--- config.mk ---
export PLATFORM = sky130hd
export DESIGN_NAME = prog_modn_counter
export DESIGN_NICKNAME = d
export VERILOG_FILES = /design/src/rtl/prog_modn_pkg.sv /design/src/rtl/modn_step.sv /design/src/rtl/prog_modn_counter.sv
export SDC_FILE = /design/constraint.sdc
export NUM_CORES = 1
export LEC_CHECK = 0
export ABC_AREA = 1
export CAP_MARGIN = 20
export CELL_PAD_IN_SITES_DETAIL_PLACEMENT = 1
export CELL_PAD_IN_SITES_GLOBAL_PLACEMENT = 2
export CORE_ASPECT_RATIO = 1.2
export CORE_MARGIN = 5
export CORE_UTILIZATION = 30
export DETAILED_ROUTE_END_ITERATION = 10
export GPL_ROUTABILITY_DRIVEN = 0
export PLACE_DENSITY = 0.94
export SLEW_MARGIN = 20
export SYNTH_ARGS = -nofsm -noshare
export SYNTH_HDL_FRONTEND = slang
export SYNTH_SLANG_ARGS = --single-unit
export TNS_END_PERCENT = 10
--- constraint.sdc ---
create_clock -name clk -period 4.25 [get_ports clk]
set_clock_uncertainty 0.05 [all_clocks]
set_input_delay 0.6375 -clock clk [delete_from_list [all_inputs] [get_ports clk]]
set_output_delay 0.6375 -clock clk [all_outputs]
set_load 0.02 [all_outputs]
--- src/rtl/prog_modn_pkg.sv ---
// prog_modn_pkg: shared encodings for the programmable modulo-N counter.
//   state_t        FSM state encoding (S_IDLE / S_RUN).
//   DIR_UP/DOWN    encodings of the dir input.
//   MODE_FREE/...  encodings of the mode input.
package prog_modn_pkg;

   typedef enum logic {
      S_IDLE = 1'b0,
      S_RUN  = 1'b1
   } state_t;

   localparam logic DIR_UP       = 1'b0;
   localparam logic DIR_DOWN     = 1'b1;
   localparam logic MODE_FREE    = 1'b0;
   localparam logic MODE_ONESHOT = 1'b1;

endpackage : prog_modn_pkg

--- src/rtl/modn_step.sv ---
// modn_step: combinational single-step evaluator for the modulo-N counter.
// Ports:
//   count_i       current count
//   mod_i         current terminal value N
//   dir_i         0 = up, 1 = down
//   next_count_o  count after one step in direction dir_i
//   is_term_o     this step is a wrap (up: count >= N, down: count == 0)
module modn_step
   import prog_modn_pkg::*;
#(
   parameter int WIDTH = 8
) (
   input  logic [WIDTH-1:0] count_i,
   input  logic [WIDTH-1:0] mod_i,
   input  logic             dir_i,
   output logic [WIDTH-1:0] next_count_o,
   output logic             is_term_o
);

   always_comb begin
      next_count_o = count_i;
      is_term_o    = 1'b0;
      if (dir_i == DIR_UP) begin
         // ">=" rather than "==" so a count stranded above a freshly lowered N still wraps.
         if (count_i >= mod_i) begin
            is_term_o    = 1'b1;
            next_count_o = '0;
         end else begin
            next_count_o = count_i + WIDTH'(1);
         end
      end else begin
         if (count_i == '0) begin
            is_term_o    = 1'b1;
            next_count_o = mod_i;
         end else if (count_i > mod_i) begin
            // Above a lowered N: clamp to N without signalling a wrap.
            next_count_o = mod_i;
         end else begin
            next_count_o = count_i - WIDTH'(1);
         end
      end
   end

endmodule : modn_step

--- src/rtl/prog_modn_counter.sv ---
// prog_modn_counter: run-time programmable modulo-N counter (0..N inclusive),
// up/down, free-running or one-shot, with parallel load and cascade carry.
// Ports:
//   clk, reset            clock; synchronous active-high reset
//   en, dir, mode         step enable, direction (1 = down), mode (1 = one-shot)
//   start                 one-shot arm (only in IDLE with mode = 1)
//   load, load_val        parallel load, clamped to current N
//   mod_wr, mod_val       write a new terminal value N
//   count                 registered count
//   done                  registered pulse in the cycle after a wrap step
//   carry_out             combinational: step permitted and count at terminal
//   busy                  FSM is in RUN
module prog_modn_counter
   import prog_modn_pkg::*;
#(
   parameter int WIDTH   = 8,
   parameter int RST_MOD = 5
) (
   input  logic             clk,
   input  logic             reset,
   input  logic             en,
   input  logic             dir,
   input  logic             mode,
   input  logic             start,
   input  logic             load,
   input  logic [WIDTH-1:0] load_val,
   input  logic             mod_wr,
   input  logic [WIDTH-1:0] mod_val,
   output logic [WIDTH-1:0] count,
   output logic             done,
   output logic             carry_out,
   output logic             busy
);

   logic [WIDTH-1:0] count_q;
   logic [WIDTH-1:0] mod_q;
   logic             done_q;
   state_t           state_q;

   logic [WIDTH-1:0] step_count_d;
   logic             is_term;
   logic             step_ok;
   logic             start_take;

   function automatic logic [WIDTH-1:0] clamp_to_mod(input logic [WIDTH-1:0] v,
                                                     input logic [WIDTH-1:0] n);
      return (v > n) ? n : v;
   endfunction

   modn_step #(
      .WIDTH(WIDTH)
   ) u_step (
      .count_i     (count_q),
      .mod_i       (mod_q),
      .dir_i       (dir),
      .next_count_o(step_count_d),
      .is_term_o   (is_term)
   );

   // In free-run the FSM is bypassed; in one-shot only RUN may step.
   assign step_ok    = en && ((mode == MODE_FREE) || (state_q == S_RUN));
   assign start_take = (state_q == S_IDLE) && (mode == MODE_ONESHOT) && start;

   always_ff @(posedge clk) begin
      if (reset) begin
         count_q <= '0;
         mod_q   <= WIDTH'(RST_MOD);
         done_q  <= 1'b0;
         state_q <= S_IDLE;
      end else begin
         done_q <= 1'b0;
         if (mod_wr) begin
            mod_q <= mod_val;
         end
         // Priority: start (IDLE only) > load > step. All use the pre-write mod_q.
         if (start_take) begin
            state_q <= S_RUN;
            count_q <= (dir == DIR_DOWN) ? mod_q : '0;
         end else begin
            if (load) begin
               count_q <= clamp_to_mod(load_val, mod_q);
            end else if (step_ok) begin
               count_q <= step_count_d;
               if (is_term) begin
                  done_q  <= 1'b1;
                  state_q <= S_IDLE;
               end
            end
            if ((state_q == S_RUN) && (mode == MODE_FREE)) begin
               state_q <= S_IDLE;
            end
         end
      end
   end

   assign count     = count_q;
   assign done      = done_q;
   assign busy      = (state_q == S_RUN);
   assign carry_out = step_ok && is_term;

endmodule : prog_modn_counter

Yosys cells after proc, flatten, opt, wreduce, memory -nomap -nowiden

Index checks and enable logic that the tools add are counted.

Input port bits: 24
Output and inout bits: 11
Bits in read-only memories: 0
Flip-flop bits (word level): 18
Logic and storage cells: 43
Memory bits (writable): 0
Bits in latches: 0
Memories kept: 0

Shifts and indexed selects: 0
Bitwise operators: 3
Multipliers: 0
Order comparisons: 3
Add/sub/neg operators: 2
Reductions and logical operators: 12
Multiplexer cells: 18
Equal/unequal tests: 1
Div/mod/pow operators: 0

Operator list:

| kind                                                                     | number |
|---|---|
| 8-bit two-way mux                                                        | 9 |
| 8-bit greater-than comparator                                            | 2 |
| 1-bit two-way mux                                                        | 9 |
| 3-bit nonzero test                                                       | 3 |
| 8-bit by 1-bit adder with 8-bit output (second input constant)           | 1 |
| 8-bit >= comparator                                                      | 1 |
| 8-bit logical NOT                                                        | 1 |
| 8-bit by 1-bit subtractor with 8-bit output (second input constant)      | 1 |
| 1-bit logical AND                                                        | 5 |
| 4-bit OR reduction                                                       | 1 |
| 3-bit by 1-bit inequality test with 1-bit output (second input constant) | 1 |
| 1-bit NOT                                                                | 3 |
| 3-bit AND reduction                                                      | 1 |
| 1-bit logical OR                                                         | 1 |

Longest topological paths before layout

Gate-level depths: netlist (run 1).

Word-level depth: 8
Depth in mapped cells: 16
Depth with buffers taken out: 16

Cells and area by module

From an unflattened synthesis (run 1), not the netlist that was laid out.

Cell total of the unflattened synthesis: 290
Area total of the unflattened synthesis: 1855.5 µm²

By module, submodules not included:

| module            | area each (µm²) | sequential area each (µm²) | cells each | times used |
|---|---|---|---|---|
| prog_modn_counter | 1132.3          | 360.3                      | 158        | 1 |
| modn_step         | 723.2           | 0.0                        | 132        | 1 |

Worst setup path before layout (run 1)

No wires, ideal clock.

Path type: register -> output
Start point: register count_q[5] (netlist: count[5])
End point: output port carry_out
Cell stages (with the launch flop): 10
Path buffers: 0
Slack: 2028 ps
Data required time: 3562 ps
Arrival: 1534 ps
Path through: dfxtp_1 > ha_1 > a21oi_1 > nor2_1 > nor2_1 > nand2_2 > nor2_4 > inv_2 > nand2_1 > inv_2

Longest elaborated chain between the ends: 4
Elaborated cells between the ends (all ways): 6
Those cells by class: order compare (1); mux (3); reduce/logical (2)

RTL lines:

| element                                                  | line                             | RTL |
|---|---|---|
| from (decl)                                              | prog_modn_counter.sv:35          | `logic [WIDTH-1:0] count_q;` |
| from (signal assigned)                                   | prog_modn_counter.sv:78          | `count_q <= (dir == DIR_DOWN) ? mod_q : '0;` |
| from (signal assigned)                                   | prog_modn_counter.sv:81          | `count_q <= clamp_to_mod(load_val, mod_q);` |
| from (signal assigned)                                   | prog_modn_counter.sv:83          | `count_q <= step_count_d;` |
| 8-bit >= comparator or 8-bit logical NOT (tied branches) | modn_step.sv:25, modn_step.sv:32 |  |
| 1-bit two-way mux, on equally long branches              | modn_step.sv:25, modn_step.sv:32 |  |
| 1-bit two-way mux (*)                                    | modn_step.sv:23                  | `if (dir_i == DIR_UP) begin` |
| 1-bit logical AND (*)                                    | prog_modn_counter.sv:99          | `assign carry_out = step_ok && is_term;` |
| to (decl)                                                | prog_modn_counter.sv:31          | `output logic carry_out,` |

Mark *: on every way between the ends. The rest lies on a longest branch, timed or not.

Final worst setup path (run 1)

Start point: register mod_q[7]
End point: output port carry_out

Longest elaborated chain between the ends: 4

RTL lines:

| element                | line                    | RTL |
|---|---|---|
| from (decl)            | prog_modn_counter.sv:36 | `logic [WIDTH-1:0] mod_q;` |
| from (signal assigned) | prog_modn_counter.sv:67 | `mod_q <= WIDTH'(RST_MOD);` |
| from (signal assigned) | prog_modn_counter.sv:73 | `mod_q <= mod_val;` |
| 8-bit >= comparator    | modn_step.sv:25         | `if (count_i >= mod_i) begin` |
| 1-bit two-way mux      | modn_step.sv:25         |  |
| 1-bit two-way mux      | modn_step.sv:23         |  |
| 1-bit logical AND      | prog_modn_counter.sv:99 |  |

No other way between the ends.

==> results of run 1 <==
-- how the worst max path moves through the flow --
stage / slack, ns / endpoint
after global placement: 1.19 / carry_out
after floorplan: 2.03 / carry_out
after global routing: 0.84 / carry_out
after detailed placement: 1.19 / carry_out
final: 1.03 / carry_out
after CTS: 1.00 / carry_out
-- worst max-delay path: stages, from the launching register on --
cell             delay [ns]
dfxtp_1                0.33
inv_1                  0.11
ha_1                   0.32
nand2_1                0.08
nor2_1                 0.22
nand4_2                0.17
nand2_1                0.17
nor2_4                 0.09
inv_2                  0.05
nand2_1                0.07
inv_2                  0.06
clkdlybuf4s50_1        0.60
-- cell usage after synthesis (2+ instances only) --
master    number  area share
nor2_4         2       0.012
nand2_4        2       0.012
nor2_1        19       0.039
nor2_2         2      0.0068
inv_1         40       0.082
clkbuf_1       2      0.0041
a21oi_1       30       0.082
buf_2          3      0.0081
xor2_1         6       0.029
dfxtp_1       18        0.20
o21ai_0       24       0.065
nand2_1       70        0.14
nand3_2        3       0.016
ha_1          19        0.13
nand3b_1       2      0.0081
nand2_2        2      0.0068
nand3_1       34       0.092
inv_2          5       0.010
a21oi_2        2      0.0095
-- stage by stage --
stage | cells | instance area [um2] | util | hold WS, ns | total power (W)
finish | 409 | 2306 | 0.3836 | 0.4863 | 0.0007223
global route | 409 | 2306 | 0.3836 | 0.5134 | 0.0007862
CTS | 409 | 2306 | 0.3836 | 0.4872 | 0.0007301
detailed placement | 405 | 2251 | 0.3744 | 0.4759 | 0.0005833
global placement | 405 | 2251 | 0.3744 | 0.4612 | 0.0005736
floorplan | 295 | 1842 | - | 0.4543 | 0.0004692
-- flip-flops by register name (all words and copies together) (netlist names) --
name and count:
count 8, done 1, busy 1, mod_q 8
-- cells in the final DEF, fill, tap and decap left out, types with 2 or more instances in the layout --
cell type         n
a21oi_1          30
nor2_2            2
dfxtp_1          18
nand3_2           3
clkdlybuf4s50_1  34
nor2_1           19
xor2_1            6
inv_1            40
a21oi_2           2
o21ai_0          24
nand2_4           2
nand3_1          34
inv_2             5
clkbuf_8          4
ha_1             19
nand2_1          70
nor2_4            2
nand3b_1          2
nand2_2           2
-- final cells by class --
| cell class | instances | share of cell area |
|---|---|---|
| inverters | 46 | 0.07542 |
| repair buffers | 35 | 0.1508 |
| multi-input cells | 224 | 0.5491 |
| flip-flops and latches | 18 | 0.1563 |
| well taps | 82 | 0.04449 |
| clock buffers | 4 | 0.02387 |
-- routing by layer --
layer	vias up	wire length [um]	share of wire	global-route usage
met4	0	80	0.014	0.04648
met3	6	127	0.022	0.007491
met1	901	2423	0.43	0.1742
li1	1020	-	-	-
met5	-	0	0	0
met2	28	3029	0.54	0.3057
-- report_power, final --
part	switching [W]	internal [W]	leakage, nW
sequential	0.0000259	0.000185	0.149
clock	0.0000631	0.0000825	0.0288
combinational	0.000222	0.000144	0.943
total	0.000311	0.000411	1.12
-- cell families after synthesis --
family          count (synthesis)  share of synthesized area
compound gates                 58                     0.1644
xor+xnor                        7                    0.03329
fa+ha+maj                      19                     0.1291
buf+inv                        53                     0.1168
flops                          18                     0.1957
simple gates                  140                     0.3607
==> key figures, run 1 <==
Outcome
  • Outcome: complete, no violations

Worst hold path
  • Worst Hold Launch: busy
  • Hold EP: busy
  • Worst Hold Class: flip-flop to flip-flop
  • Hold depth: 2

Placement
  • Dpl ws: 1.186 ns
  • Port bufs: 34
  • Post-DP HPWL: 4705 um

Routing
  • Final WL: 5661 um
  • Avg WL per Cell: 13.84 um
  • Via/cell ratio: 4.780
  • Antenna Nets Post-Route: 0
  • TritonRoute pass-1 iters: 4
  • Residual DRC: 0
  • 1st-iter DRT viols: 27
  • Via count: 1,955

Floorplan
  • Row count: 31
  • I/O Pins: 35
  • Area of the core: 0.006012 mm2
  • Die area: 0.007813 mm2
  • Initial Utilization: 0.3063
  • Chip Height: 95.83 um
  • Die Wd: 81.53 um

Worst setup path
  • Reg2reg end: count[5]
  • Worst R2R Start: mod_q[5]
  • CP Max Fanout: 8
  • Critical path launch point type: flip-flop
  • CP Capture Type: output pin
  • Setup crit start: mod_q[7]
  • Register-to-Register Path Depth: 11
  • R2R Setup Slk: 2.02 ns
  • Worst Path Required: 3.56 ns
  • Worst Setup Path Type: flip-flop to output pin
  • Data arrival, critical path: 2.53 ns

STA
  • Fin worst setup slack: 1.031 ns
  • Max Freq: 310.7 MHz
  • Hold Violations, Final: 0
  • Unrepaired setup endpoints after global routing: no
  • Setup violations, final: 0
  • Relative slew margins: 0.6696
  • TNS Setup: 0 ns
  • Period utilization: 0.7574
  • Tmin final: 3.219 ns
  • Least-Margin Pin Slew: 0.4941 ns
  • Slew Limit Fails: 0

Synthesis
  • Sequential fraction of the synthesis area: 0.1957
  • Netlist cell types: 29
  • Number of synthesized flops with an enable pin: 0
  • Synth Flop Type: dfxtp_1
  • Synth Register Bits: 18
  • Synth warn: 0
  • FFs w/ async S/R, synth: 0
  • Synth Net Count: 338
  • Synthesized area per cell: 6.243 um2
  • Cell Area, Synth: 0.001842 mm2
  • Gate Count Post-Synth: 295

Clock network
  • H-tree Lvls: 1
  • Clk_lat worst skew: 0.26 ns
  • CTS max path bufs: 2
  • Clock Sinks: 18
  • CTS tree: done
  • Post-cts sizing count: 0
  • CTS Root Cell: clkbuf_8
  • Post-CTS Setup Repair Bufs: 0
  • CTS Buf Count: 3
  • Clock slew seen by the registers of the worst setup and hold paths: 0.07 ns
  • # hold bufs at CTS: 0

Final layout
  • Diode count: 0
  • Multi-input logic area: 0.001266 mm2
  • Final #Nets: 371
  • Reg area: 360.3 um2
  • Layout cells sized above 1: 0.07951
  • Area added between synthesis and finish: 25.20%
  • # fillers: 804

Power
  • PwrDens: 313.2 mW/mm2
  • Pleak: 1.121 nW
  • Worst IR Drop VDD: 0.0001300 V

GRT
  • Total track usage: 0.1549
  • Vias in the first global route: 2,083
  • Grt ovf: 0
  • Largest net degree at the start of global routing: 15
  • First-pass GRT wire length: 9528 um
  • Initial antenna violation count: 0

Job
  • Max Cap Violations: 0
Note: power is estimated with default switching activity, not from simulation.
==> run 2, diff against run 1 <==
CORE_UTILIZATION = 28   (was 30)
PLACE_DENSITY = 0.89   (was 0.94)
clock period = 3.1 ns   (was 4.25 ns; I/O delays follow)
==> run 2 against run 1 <==
Effect of this change: power increased by 36%; first-iteration DRC count increased by 120%; count of clock-buffer cells in the layout decreased by 1; worst setup slack got worse by 0.55 ns; die area increased by 6.3%; final area increased by 2.3%.
==> key figures, run 2 (synthesis results as in run 1) <==
Clock network
  • Clock Sinks: 18 (unchanged)
  • CTS tree: done
  • Post-cts sizing count: 0 (unchanged)
  • Post-CTS Setup Repair Bufs: 0 (unchanged)
  • Clk_lat worst skew: 0.26 ns (about the same)
  • CTS Root Cell: clkbuf_8
  • CTS Buf Count: 3 (unchanged)
  • # hold bufs at CTS: 0 (unchanged)
  • CTS max path bufs: 2 (unchanged)
  • Clock slew seen by the registers of the worst setup and hold paths: 0.07 ns (about the same)
  • H-tree Lvls: 1 (unchanged)

Final layout
  • Commonest cells after routing, fill and taps aside: 70 x nand2_1, 40 x inv_1, 34 x nand3_1, 33 x clkdlybuf4s50_1, 30 x a21oi_1
  • Post-layout util: 0.3682 (-0.01539)
  • Area added between synthesis and finish: 28.06%
  • Layout cells sized above 1: 0.09880 (+0.01929)
  • Diode count: 0 (unchanged)
  • Commonest non-fill, non-tap cell in the layout: nand2_1
  • # fillers: 865 (+7.6%)
  • Final #Nets: 379 (+2.2%)

Routing
  • Final WL: 6025 um (+6.4%)
  • Avg WL per Cell: 14.38 um (+3.9%)
  • Antenna Nets Post-Route: 0 (unchanged)
  • Residual DRC: 0 (unchanged)
  • Via count: 2,029 (+3.8%)
  • TritonRoute pass-1 iters: 4 (unchanged)
  • 1st-iter DRT viols: 60 (+120%)
  • Via/cell ratio: 4.842 (+1.3%)

STA
  • Least-Margin Pin Slew: 0.4480 ns (-0.04605 ns)
  • TNS Setup: 0 ns (unchanged)
  • Max Freq: 382.1 MHz
  • Hold Violations, Final: 0 (unchanged)
  • Tmin final: 2.617 ns
  • Unrepaired setup endpoints after global routing: no
  • Setup violations, final: 0 (unchanged)
  • Relative slew margins: 0.7010 (+0.03135)
  • Slew Limit Fails: 0 (unchanged)
  • WHS: 0.5041 ns (+0.01778 ns)
  • Period utilization: 0.8443

Outcome
  • Outcome: complete, no violations

GRT
  • Grt ovf: 0 (unchanged)
  • Total track usage: 0.1471 (-0.007846)
  • Vias in the first global route: 2,132 (+2.4%)
  • Largest net degree at the start of global routing: 15 (unchanged)
  • Initial antenna violation count: 0 (unchanged)
  • First-pass GRT wire length: 10,120 um (+6.2%)

Power
  • Worst IR Drop VDD: 0.0001388 V (+6.8%)
  • NetSw: 0.0004357 W (+40%)
  • Share of power burned in registers: 0.280 (-0.011)
  • Clock power frac: 0.176 (-0.026)
  • Sw Share: 0.4421 (+0.01157)
  • Internal: 0.0005499 W (+34%)
  • Logic pwr share: 0.544 (+0.037)
  • Pleak: 1.169 nW (+4.3%)
  • PwrDens: 417.9 mW/mm2 (+33%)

Floorplan
  • Die Wd: 84.04 um (+3.1%)
  • Initial Utilization: 0.2875 (-0.01885)
  • Area of the core: 0.006406 mm2 (+6.6%)
  • Row count: 32 (+3.2%)
  • I/O Pins: 35 (unchanged)
  • Chip Height: 98.85 um (+3.1%)
  • Die area: 0.008306 mm2 (+6.3%)

Placement
  • Post-DP HPWL: 4985 um (+6.0%)
  • Port bufs: 34 (unchanged)

Worst setup path
  • CP Max Fanout: 8 (unchanged)
  • Critical path launch point type: flip-flop
  • CP Capture Type: output pin
  • Data arrival, critical path: 2.10 ns (-0.43 ns)
  • Worst Setup Path Type: flip-flop to output pin
  • Worst Path Required: 2.58 ns (-0.98 ns)
  • R2R Setup Slk: 0.94 ns (-1.08 ns)

Worst hold path
  • Worst Hold Class: flip-flop to flip-flop

Job
  • Max Cap Violations: 0 (unchanged)
==> run 2: layer usage <==
layer,global-route usage,part of all wire
met1,0.1751,0.44
met2,0.2752,0.51
met3,0.005853,0.025
met4,0.05569,0.024
met5,0,0
==> run 2: final timing paths <==
kind / to / depth (start not counted) / startpoint
max: carry_out / 12 / count[3]
max reg2reg: count[2] / 13 / mod_q[3]
min reg2reg: busy / 2 / busy
min: busy / 2 / busy
==> run 2: power groups by stage <==
stage	registers, W	clock network, W	logic (W)
CTS	0.000276	0.000174	0.000544
global placement	0.000280	0	0.000530
detailed placement	0.000282	0	0.000539
global route	0.000280	0.000183	0.000608
finish	0.000276	0.000173	0.000536
floorplan	0.000298	0	0.000346
==> run 2: metrics by stage <==
| step | power [W] | cells | setup slack [ns] | cell area, um2 |
|---|---|---|---|---|
| global route | 0.001070 | 419 | 0.3351 | 2359 |
| detailed placement | 0.0008205 | 416 | 0.4190 | 2315 |
| finish | 0.0009855 | 419 | 0.4828 | 2359 |
| global placement | 0.0008100 | 416 | 0.4463 | 2315 |
| CTS | 0.0009937 | 419 | 0.1344 | 2356 |
| floorplan | 0.0006432 | 295 | 1.051 | 1842 |
==> run 2: worst max-delay path, cell delays in order (launching register included) <==
cell and delay (ns):
dfxtp_1 0.52, ha_1 0.31, nand2_1 0.07, inv_1 0.07
nand2_1 0.07, nand2_1 0.06, nand2_1 0.07, nand2_2 0.09
nor2_4 0.21, inv_2 0.04, nand2_1 0.09, inv_2 0.04
dlymetal6s2s_1 0.20
==> run 2: final cells by class <==
class                   count  area [um2]  share of cell area
clock buffers               3       41.29             0.01751
inverters                  46       173.9             0.07374
multi-input cells         224        1266              0.5369
flip-flops and latches     18       360.3              0.1528
well taps                  85       106.4             0.04509
repair buffers             43       410.4              0.1740
